File: config.mk
export PLATFORM = sky130hd
export DESIGN_NAME = game_ctrl_flat
export DESIGN_NICKNAME = d
export VERILOG_FILES = /design/src/rtl/game_ctrl_if.sv /design/src/rtl/game_ctrl.sv /design/src/flat_wrapper.sv
export SDC_FILE = /design/constraint.sdc
export NUM_CORES = 1
export LEC_CHECK = 0
export ABC_AREA = 1
export CAP_MARGIN = 20
export CORE_MARGIN = 2
export CORE_UTILIZATION = 55
export CTS_BUF_LIST = sky130_fd_sc_hd__clkbuf_8
export DETAILED_ROUTE_END_ITERATION = 12
export PLACE_DENSITY = 0.78
export SLEW_MARGIN = 20
export SYNTH_ARGS = -nofsm -noshare
export SYNTH_HDL_FRONTEND = slang
export SYNTH_SLANG_ARGS = --single-unit
File: constraint.sdc
create_clock -name clk -period 2.7 [get_ports clk]
set_clock_uncertainty 0.2 [all_clocks]
set_input_delay 0.81 -clock clk [delete_from_list [all_inputs] [get_ports clk]]
set_output_delay 0.81 -clock clk [all_outputs]
set_load 0.05 [all_outputs]
File: src/rtl/game_ctrl_if.sv
// game_ctrl_if: player-facing bundle of the guessing-game controller.
// The master drives the player controls; the slave (game_ctrl) drives the registered status.
interface game_ctrl_if;
  logic       start;
  logic [1:0] diff_sel;
  logic       submit;
  logic [3:0] guess_val;
  logic [7:0] timer;
  logic [2:0] guesses;
  logic [3:0] guess1;
  logic [3:0] guess2;
  logic [3:0] guess3;
  logic [1:0] hint;
  logic [3:0] round;
  logic [1:0] difficulty;
  logic [1:0] WINorLOSE;

  modport master (
    output start, diff_sel, submit, guess_val,
    input  timer, guesses, guess1, guess2, guess3, hint, round, difficulty, WINorLOSE
  );

  modport slave (
    input  start, diff_sel, submit, guess_val,
    output timer, guesses, guess1, guess2, guess3, hint, round, difficulty, WINorLOSE
  );
endinterface

File: src/rtl/game_ctrl.sv
// game_ctrl: nine-round number-guessing game with per-round second timer, guess history and hints.
// Build macro GAME_AUTOADV_EN: a WIN result auto-advances after RESULT_HOLD timer ticks.
module game_ctrl #(
  parameter int TICK_DIV    = 50000000,
  parameter int RESULT_HOLD = 3
) (
  input logic        clk,
  input logic        reset,
  game_ctrl_if.slave bus
);
  localparam int            TW        = (TICK_DIV > 1) ? $clog2(TICK_DIV) : 1;
  localparam logic [TW-1:0] TICK_LAST = TW'(TICK_DIV - 1);

  typedef enum logic [2:0] {S_IDLE, S_PLAY, S_WIN, S_LOSE, S_DONE} state_t;

  if (TICK_DIV < 1 || RESULT_HOLD < 1) begin : g_param_check
    $error("game_ctrl: TICK_DIV and RESULT_HOLD must be at least 1");
  end

  state_t        r_state;
  logic [3:0]    r_cnt10;
  logic [3:0]    r_secret;
  logic [TW-1:0] r_tick;
  logic [7:0]    r_timer;
  logic [2:0]    r_guesses;
  logic [3:0]    r_guess1, r_guess2, r_guess3;
  logic [1:0]    r_hint;
  logic [3:0]    r_round;
  logic [1:0]    r_difficulty;
  logic [1:0]    r_wl;

  logic [1:0] w_diff_req, w_load_diff, w_hint;
  logic [7:0] w_load_timer;
  logic [2:0] w_load_guesses;
  logic       w_tick_wrap, w_valid_sub, w_match, w_auto, w_advance;

  assign w_diff_req  = (bus.diff_sel == 2'd0) ? 2'd1 : bus.diff_sel;
  // From IDLE the difficulty is being latched on the same edge, so use the request directly.
  assign w_load_diff = (r_state == S_IDLE) ? w_diff_req : r_difficulty;
  assign w_tick_wrap = (r_tick == TICK_LAST);
  assign w_valid_sub = bus.submit && (bus.guess_val <= 4'd9);
  assign w_match     = (bus.guess_val == r_secret);
  assign w_hint      = (r_secret < bus.guess_val) ? 2'd0 :
                       (r_secret > bus.guess_val) ? 2'd1 : 2'd2;

  always_comb begin
    w_load_timer   = 8'd90;
    w_load_guesses = 3'd5;
    case (w_load_diff)
      2'd2: begin
        w_load_timer   = 8'd60;
        w_load_guesses = 3'd4;
      end
      2'd3: begin
        w_load_timer   = 8'd30;
        w_load_guesses = 3'd3;
      end
      default: ;
    endcase
  end

`ifdef GAME_AUTOADV_EN
  localparam int HW = (RESULT_HOLD > 1) ? $clog2(RESULT_HOLD) : 1;
  logic [HW-1:0] r_hold;

  // Ticks left before auto-advance; reloaded whenever not in WIN.
  always_ff @(posedge clk) begin
    if (reset)                 r_hold <= '0;
    else if (r_state != S_WIN) r_hold <= HW'(RESULT_HOLD - 1);
    else if (w_tick_wrap)      r_hold <= r_hold - 1'b1;
  end

  assign w_auto = (r_state == S_WIN) && w_tick_wrap && (r_hold == '0);
`else
  assign w_auto = 1'b0;
`endif

  assign w_advance = (r_state == S_WIN) && (bus.start || w_auto);

  always_ff @(posedge clk) begin
    if (reset) begin
      r_state      <= S_IDLE;
      r_cnt10      <= 4'd0;
      r_secret     <= 4'd0;
      r_tick       <= '0;
      r_timer      <= 8'd0;
      r_guesses    <= 3'd0;
      r_guess1     <= 4'hF;
      r_guess2     <= 4'hF;
      r_guess3     <= 4'hF;
      r_hint       <= 2'd2;
      r_round      <= 4'd0;
      r_difficulty <= 2'd0;
      r_wl         <= 2'd3;
    end else begin
      r_cnt10 <= (r_cnt10 == 4'd9) ? 4'd0 : r_cnt10 + 4'd1;
      case (r_state)
        S_IDLE: begin
          if (bus.start) begin
            r_difficulty <= w_diff_req;
            r_round      <= 4'd1;
            r_state      <= S_PLAY;
            r_secret     <= r_cnt10;
            r_tick       <= '0;
            r_timer      <= w_load_timer;
            r_guesses    <= w_load_guesses;
            r_guess1     <= 4'hF;
            r_guess2     <= 4'hF;
            r_guess3     <= 4'hF;
            r_hint       <= 2'd2;
            r_wl         <= 2'd3;
          end
        end
        S_PLAY: begin
          if (w_tick_wrap) begin
            r_tick <= '0;
            if (r_timer != 8'd0) r_timer <= r_timer - 8'd1;
          end else begin
            r_tick <= r_tick + 1'b1;
          end
          if (w_valid_sub) begin
            r_guess3  <= r_guess2;
            r_guess2  <= r_guess1;
            r_guess1  <= bus.guess_val;
            r_guesses <= r_guesses - 3'd1;
            r_hint    <= w_hint;
          end
          // A matching submit beats an expired timer on the same edge.
          if (w_valid_sub && w_match) begin
            r_state <= S_WIN;
            r_wl    <= 2'd1;
            r_tick  <= '0;
          end else if ((w_valid_sub && r_guesses == 3'd1) || r_timer == 8'd0) begin
            r_state <= S_LOSE;
            r_wl    <= 2'd0;
          end
        end
        S_WIN: begin
          r_tick <= w_tick_wrap ? '0 : r_tick + 1'b1;
          if (w_advance) begin
            if (r_round < 4'd9) begin
              r_round   <= r_round + 4'd1;
              r_state   <= S_PLAY;
              r_secret  <= r_cnt10;
              r_tick    <= '0;
              r_timer   <= w_load_timer;
              r_guesses <= w_load_guesses;
              r_guess1  <= 4'hF;
              r_guess2  <= 4'hF;
              r_guess3  <= 4'hF;
              r_hint    <= 2'd2;
              r_wl      <= 2'd3;
            end else begin
              r_state <= S_DONE;
            end
          end
        end
        S_LOSE, S_DONE: begin
          if (bus.start) begin
            r_state      <= S_IDLE;
            r_timer      <= 8'd0;
            r_guesses    <= 3'd0;
            r_guess1     <= 4'hF;
            r_guess2     <= 4'hF;
            r_guess3     <= 4'hF;
            r_hint       <= 2'd2;
            r_round      <= 4'd0;
            r_difficulty <= 2'd0;
            r_wl         <= 2'd3;
          end
        end
        default: r_state <= S_IDLE;
      endcase
    end
  end

  assign bus.timer      = r_timer;
  assign bus.guesses    = r_guesses;
  assign bus.guess1     = r_guess1;
  assign bus.guess2     = r_guess2;
  assign bus.guess3     = r_guess3;
  assign bus.hint       = r_hint;
  assign bus.round      = r_round;
  assign bus.difficulty = r_difficulty;
  assign bus.WINorLOSE  = r_wl;
endmodule

File: src/flat_wrapper.sv
// flat-port wrapper written by rule: the top's interface ports become plain ports
module game_ctrl_flat 
#(
  parameter int TICK_DIV    = 50000000,
  parameter int RESULT_HOLD = 3
)
  (clk, reset, bus_start, bus_diff_sel, bus_submit, bus_guess_val, bus_timer, bus_guesses, bus_guess1, bus_guess2, bus_guess3, bus_hint, bus_round, bus_difficulty, bus_WINorLOSE);
  game_ctrl_if bus_i ();
  input logic clk;
  input logic reset;
  input wire logic [$bits(bus_i.start)-1:0] bus_start;
  input wire logic [$bits(bus_i.diff_sel)-1:0] bus_diff_sel;
  input wire logic [$bits(bus_i.submit)-1:0] bus_submit;
  input wire logic [$bits(bus_i.guess_val)-1:0] bus_guess_val;
  output wire logic [$bits(bus_i.timer)-1:0] bus_timer;
  output wire logic [$bits(bus_i.guesses)-1:0] bus_guesses;
  output wire logic [$bits(bus_i.guess1)-1:0] bus_guess1;
  output wire logic [$bits(bus_i.guess2)-1:0] bus_guess2;
  output wire logic [$bits(bus_i.guess3)-1:0] bus_guess3;
  output wire logic [$bits(bus_i.hint)-1:0] bus_hint;
  output wire logic [$bits(bus_i.round)-1:0] bus_round;
  output wire logic [$bits(bus_i.difficulty)-1:0] bus_difficulty;
  output wire logic [$bits(bus_i.WINorLOSE)-1:0] bus_WINorLOSE;
  assign bus_i.start = bus_start;
  assign bus_i.diff_sel = bus_diff_sel;
  assign bus_i.submit = bus_submit;
  assign bus_i.guess_val = bus_guess_val;
  assign bus_timer = bus_i.timer;
  assign bus_guesses = bus_i.guesses;
  assign bus_guess1 = bus_i.guess1;
  assign bus_guess2 = bus_i.guess2;
  assign bus_guess3 = bus_i.guess3;
  assign bus_hint = bus_i.hint;
  assign bus_round = bus_i.round;
  assign bus_difficulty = bus_i.difficulty;
  assign bus_WINorLOSE = bus_i.WINorLOSE;
  game_ctrl #(.TICK_DIV(TICK_DIV), .RESULT_HOLD(RESULT_HOLD)) u_core (.clk(clk), .reset(reset), .bus(bus_i));
endmodule
==> flow_summary.ini <==
[finish]
fin_cells = 752
drive_above_1_share_pct = 10.2
postLayoutCellArea_mm2 = 0.00480
n_antenna_cell = 0
nets = 676
area_growth_syn_to_layout_pct = 22.9
fin_util_pct = 70.2

[floorplan]
core_area_mm2 = 0.00683
io_pins = 43
initial_core_util_pct = 57.1
die_area_mm2 = 0.00779
rows = 30
fp.dieH_um = 88.2
chipWidth_um = 88.2

[global_routing]
overflow = 0
grt_pass1_wl_mm = 17.0
antenna_found_initial = 0
grt_max_degree = 19
grt.total_usage_pct = 27.8
first_global_vias = 3870

[flow_run]
drv_cap = 0

[clocking]
htreeDepth = 3
clkTransAtPathRegs_ns = 0.08
clock_latency_ns = 0.37
cts_buffers = 9
clkSinkCount = 70
cts_root_buffer = clkbuf_8
tritoncts = built
cts_buffer_depth = 2
cts_setup_buffers = 0

[yosys]
synthDistinctLibCells = 38
syn_nets = 611
synth_edf_count = 0
syn_area_per_cell_um2 = 6.65
ys_ff_latch = 70
synthCells = 587
yosysWarnings = 0
synth_area_mm2 = 0.00390
synth_async_sr_flop_share_pct = 0
yosysSeqAreaShare_pct = 35.9
ys_dominant_reg_cell = dfxtp_1

[timing]
period_needed_ns = 2.62
fin_crit_sh_pct = 97.0
relSlewSlack_pct = 64.8
setup_viol = 0
setup_ws_ns = 0.0823
hold_viol = 0
tightestPinTransition_ns = 0.523
rsz0062_at_grt = false
drv_slew = 0
timing.fmax_ghz = 0.382
holdWs_ns = 0.257

[drt]
drtIter0Drc = 194
wl_mm = 10.0
drt-pass1-iter-count = 5
viasPerCell = 5.37
vias = 4035
drc = 0
ant_nets = 0
post_drt_wl_per_cell_um = 13.3

[pwr]
power.leakage_nw = 2.09
ir_drop_mv = 0.439
power.density_mw_per_mm2 = 1160

[placement]
numPlacedInstances = 737
dp_hpwl_mm = 7.65
gp_congestion = 0.941
io_buffers = 42
dpl_worst_slack_ns = -0.296
postPlaceCellArea_mm2 = 0.00456

[worst_setup_path]
arrival_ns = 1.61
end_kind = primary output
cp_max_fo = 5
ff2ff_path_depth = 11
path_cells = clkdlybuf4s50_1
critical_path_depth = 1
crit_buf_inv = 1
crit_required_ns = 1.69
crit_family = buffers and inverters
startpoint_type = flop
cpPeakStageDelay_ns = 0.83
slowest_stage = clkdlybuf4s50_1
crit_type = flop to primary output

[min_path]
hold_path_class = flop to flop
holdPathStages = 2

[status]
status = complete, no violations
report_power, final:
part           internal, W  switching (W)
Combinational      0.00103        0.00209
Sequential         0.00127       0.000196
Clock             0.000542       0.000433
cell families (layout without fill, tap and decap cells):
| group | Yosys count | count (layout) | synth area share, % |
|---|---|---|---|
| AOI/OAI and AO/OA | 81 | 81 | 11.6 |
| xor gates and xnor gates | 9 | 9 | 2.02 |
| and+or+nand+nor | 321 | 321 | 36.6 |
| adders and majority gates | 14 | 14 | 4.49 |
| DFF | 70 | 70 | 35.9 |
| buffers and inverters | 92 | 161 | 9.39 |
layout make-up:
| class | instances | area, um^2 |
|---|---|---|
| multi-input combinational | 425 | 2150 |
| fill | 609 | 2030 |
| sequential | 70 | 1400 |
| timing repair buffer | 65 | 593 |
| inverter | 81 | 309 |
| clock buffer | 10 | 138 |
| tap | 96 | 120 |
| clock inverter | 5 | 83.8 |
timing repair:
item                                    CTS  global route
resized for setup                         0             6
hold buffers                              0             0
endpoints found under the setup margin    0            27
stage by stage:
step / power, W / TNS, ns
finish: 0.00556 / 0
global route: 0.00596 / 0
CTS: 0.00554 / 0
detailed placement: 0.00456 / -6.99
global placement: 0.00451 / -5.63
floorplan: 0.00370 / 0
registers in the layout, summed over array words and instances, names as in the netlist:
register,count
u_core.r_secret,4
u_core.bus.guess2,4
u_core.r_tick,26
u_core.bus.guess1,4
u_core.bus.difficulty,2
u_core.r_cnt10,4
u_core.bus.WINorLOSE,2
u_core.r_state,3
u_core.bus.round,4
u_core.bus.timer,8
u_core.bus.guesses,3
u_core.bus.hint,2
u_core.bus.guess3,4
layer usage:
layer,wire (um),vias up,track usage [%]
met5,0,-,0
met4,321,0,14.3
met3,471,34,4.85
met2,5000,145,49.1
met1,4250,1826,32.0
li1,-,2030,-
synthesized netlist by cell type (all sizes together), types with 3 or more instances:
| master | n | area [um^2] |
|---|---|---|
| nand3b | 3 | 22.5 |
| o311ai | 3 | 26.3 |
| or2 | 4 | 25.0 |
| buf | 6 | 38.8 |
| nor2 | 90 | 368 |
| nand4 | 10 | 62.6 |
| xnor2 | 4 | 35.0 |
| clkbuf | 5 | 18.8 |
| nand3 | 58 | 300 |
| nor3 | 11 | 55.1 |
| a21oi | 33 | 176 |
| nand2 | 142 | 576 |
| inv | 81 | 309 |
| ha | 14 | 175 |
| o21bai | 3 | 22.5 |
| dfxtp | 70 | 1400 |
| xor2 | 5 | 43.8 |
| o21ai | 34 | 170 |
cell usage in the layout, fill, tap and decap left out, drive strengths merged:
cell,count
a21oi,33
a31oi,2
nand2,142
buf,23
o21bai,3
nor4,2
or2,4
bufinv,2
xnor2,4
a211oi,2
a21boi,1
o22ai,1
inv,81
dfxtp,70
nand4,10
o311ai,3
o21ai,34
o211a,1
nor3,11
clkbuf,10
nand3b,3
clkdlybuf4s50,42
and3,1
clkinvlp,2
ha,14
clkinv,1
o211ai,1
xor2,5
nor2,90
nand3,58
path summary, 6_finish.rpt:
check,from,endpoint,slack [ns]
worst max-delay path,u_core.bus.round[0],bus_round[0],0.08
worst min-delay path,u_core.bus.WINorLOSE[1],u_core.bus.WINorLOSE[1],0.26
worst max register to register,u_core.r_tick[0],u_core.r_tick[20],0.66
worst min register to register,u_core.bus.WINorLOSE[1],u_core.bus.WINorLOSE[1],0.26
Note: power is estimated with default switching activity, not from simulation.
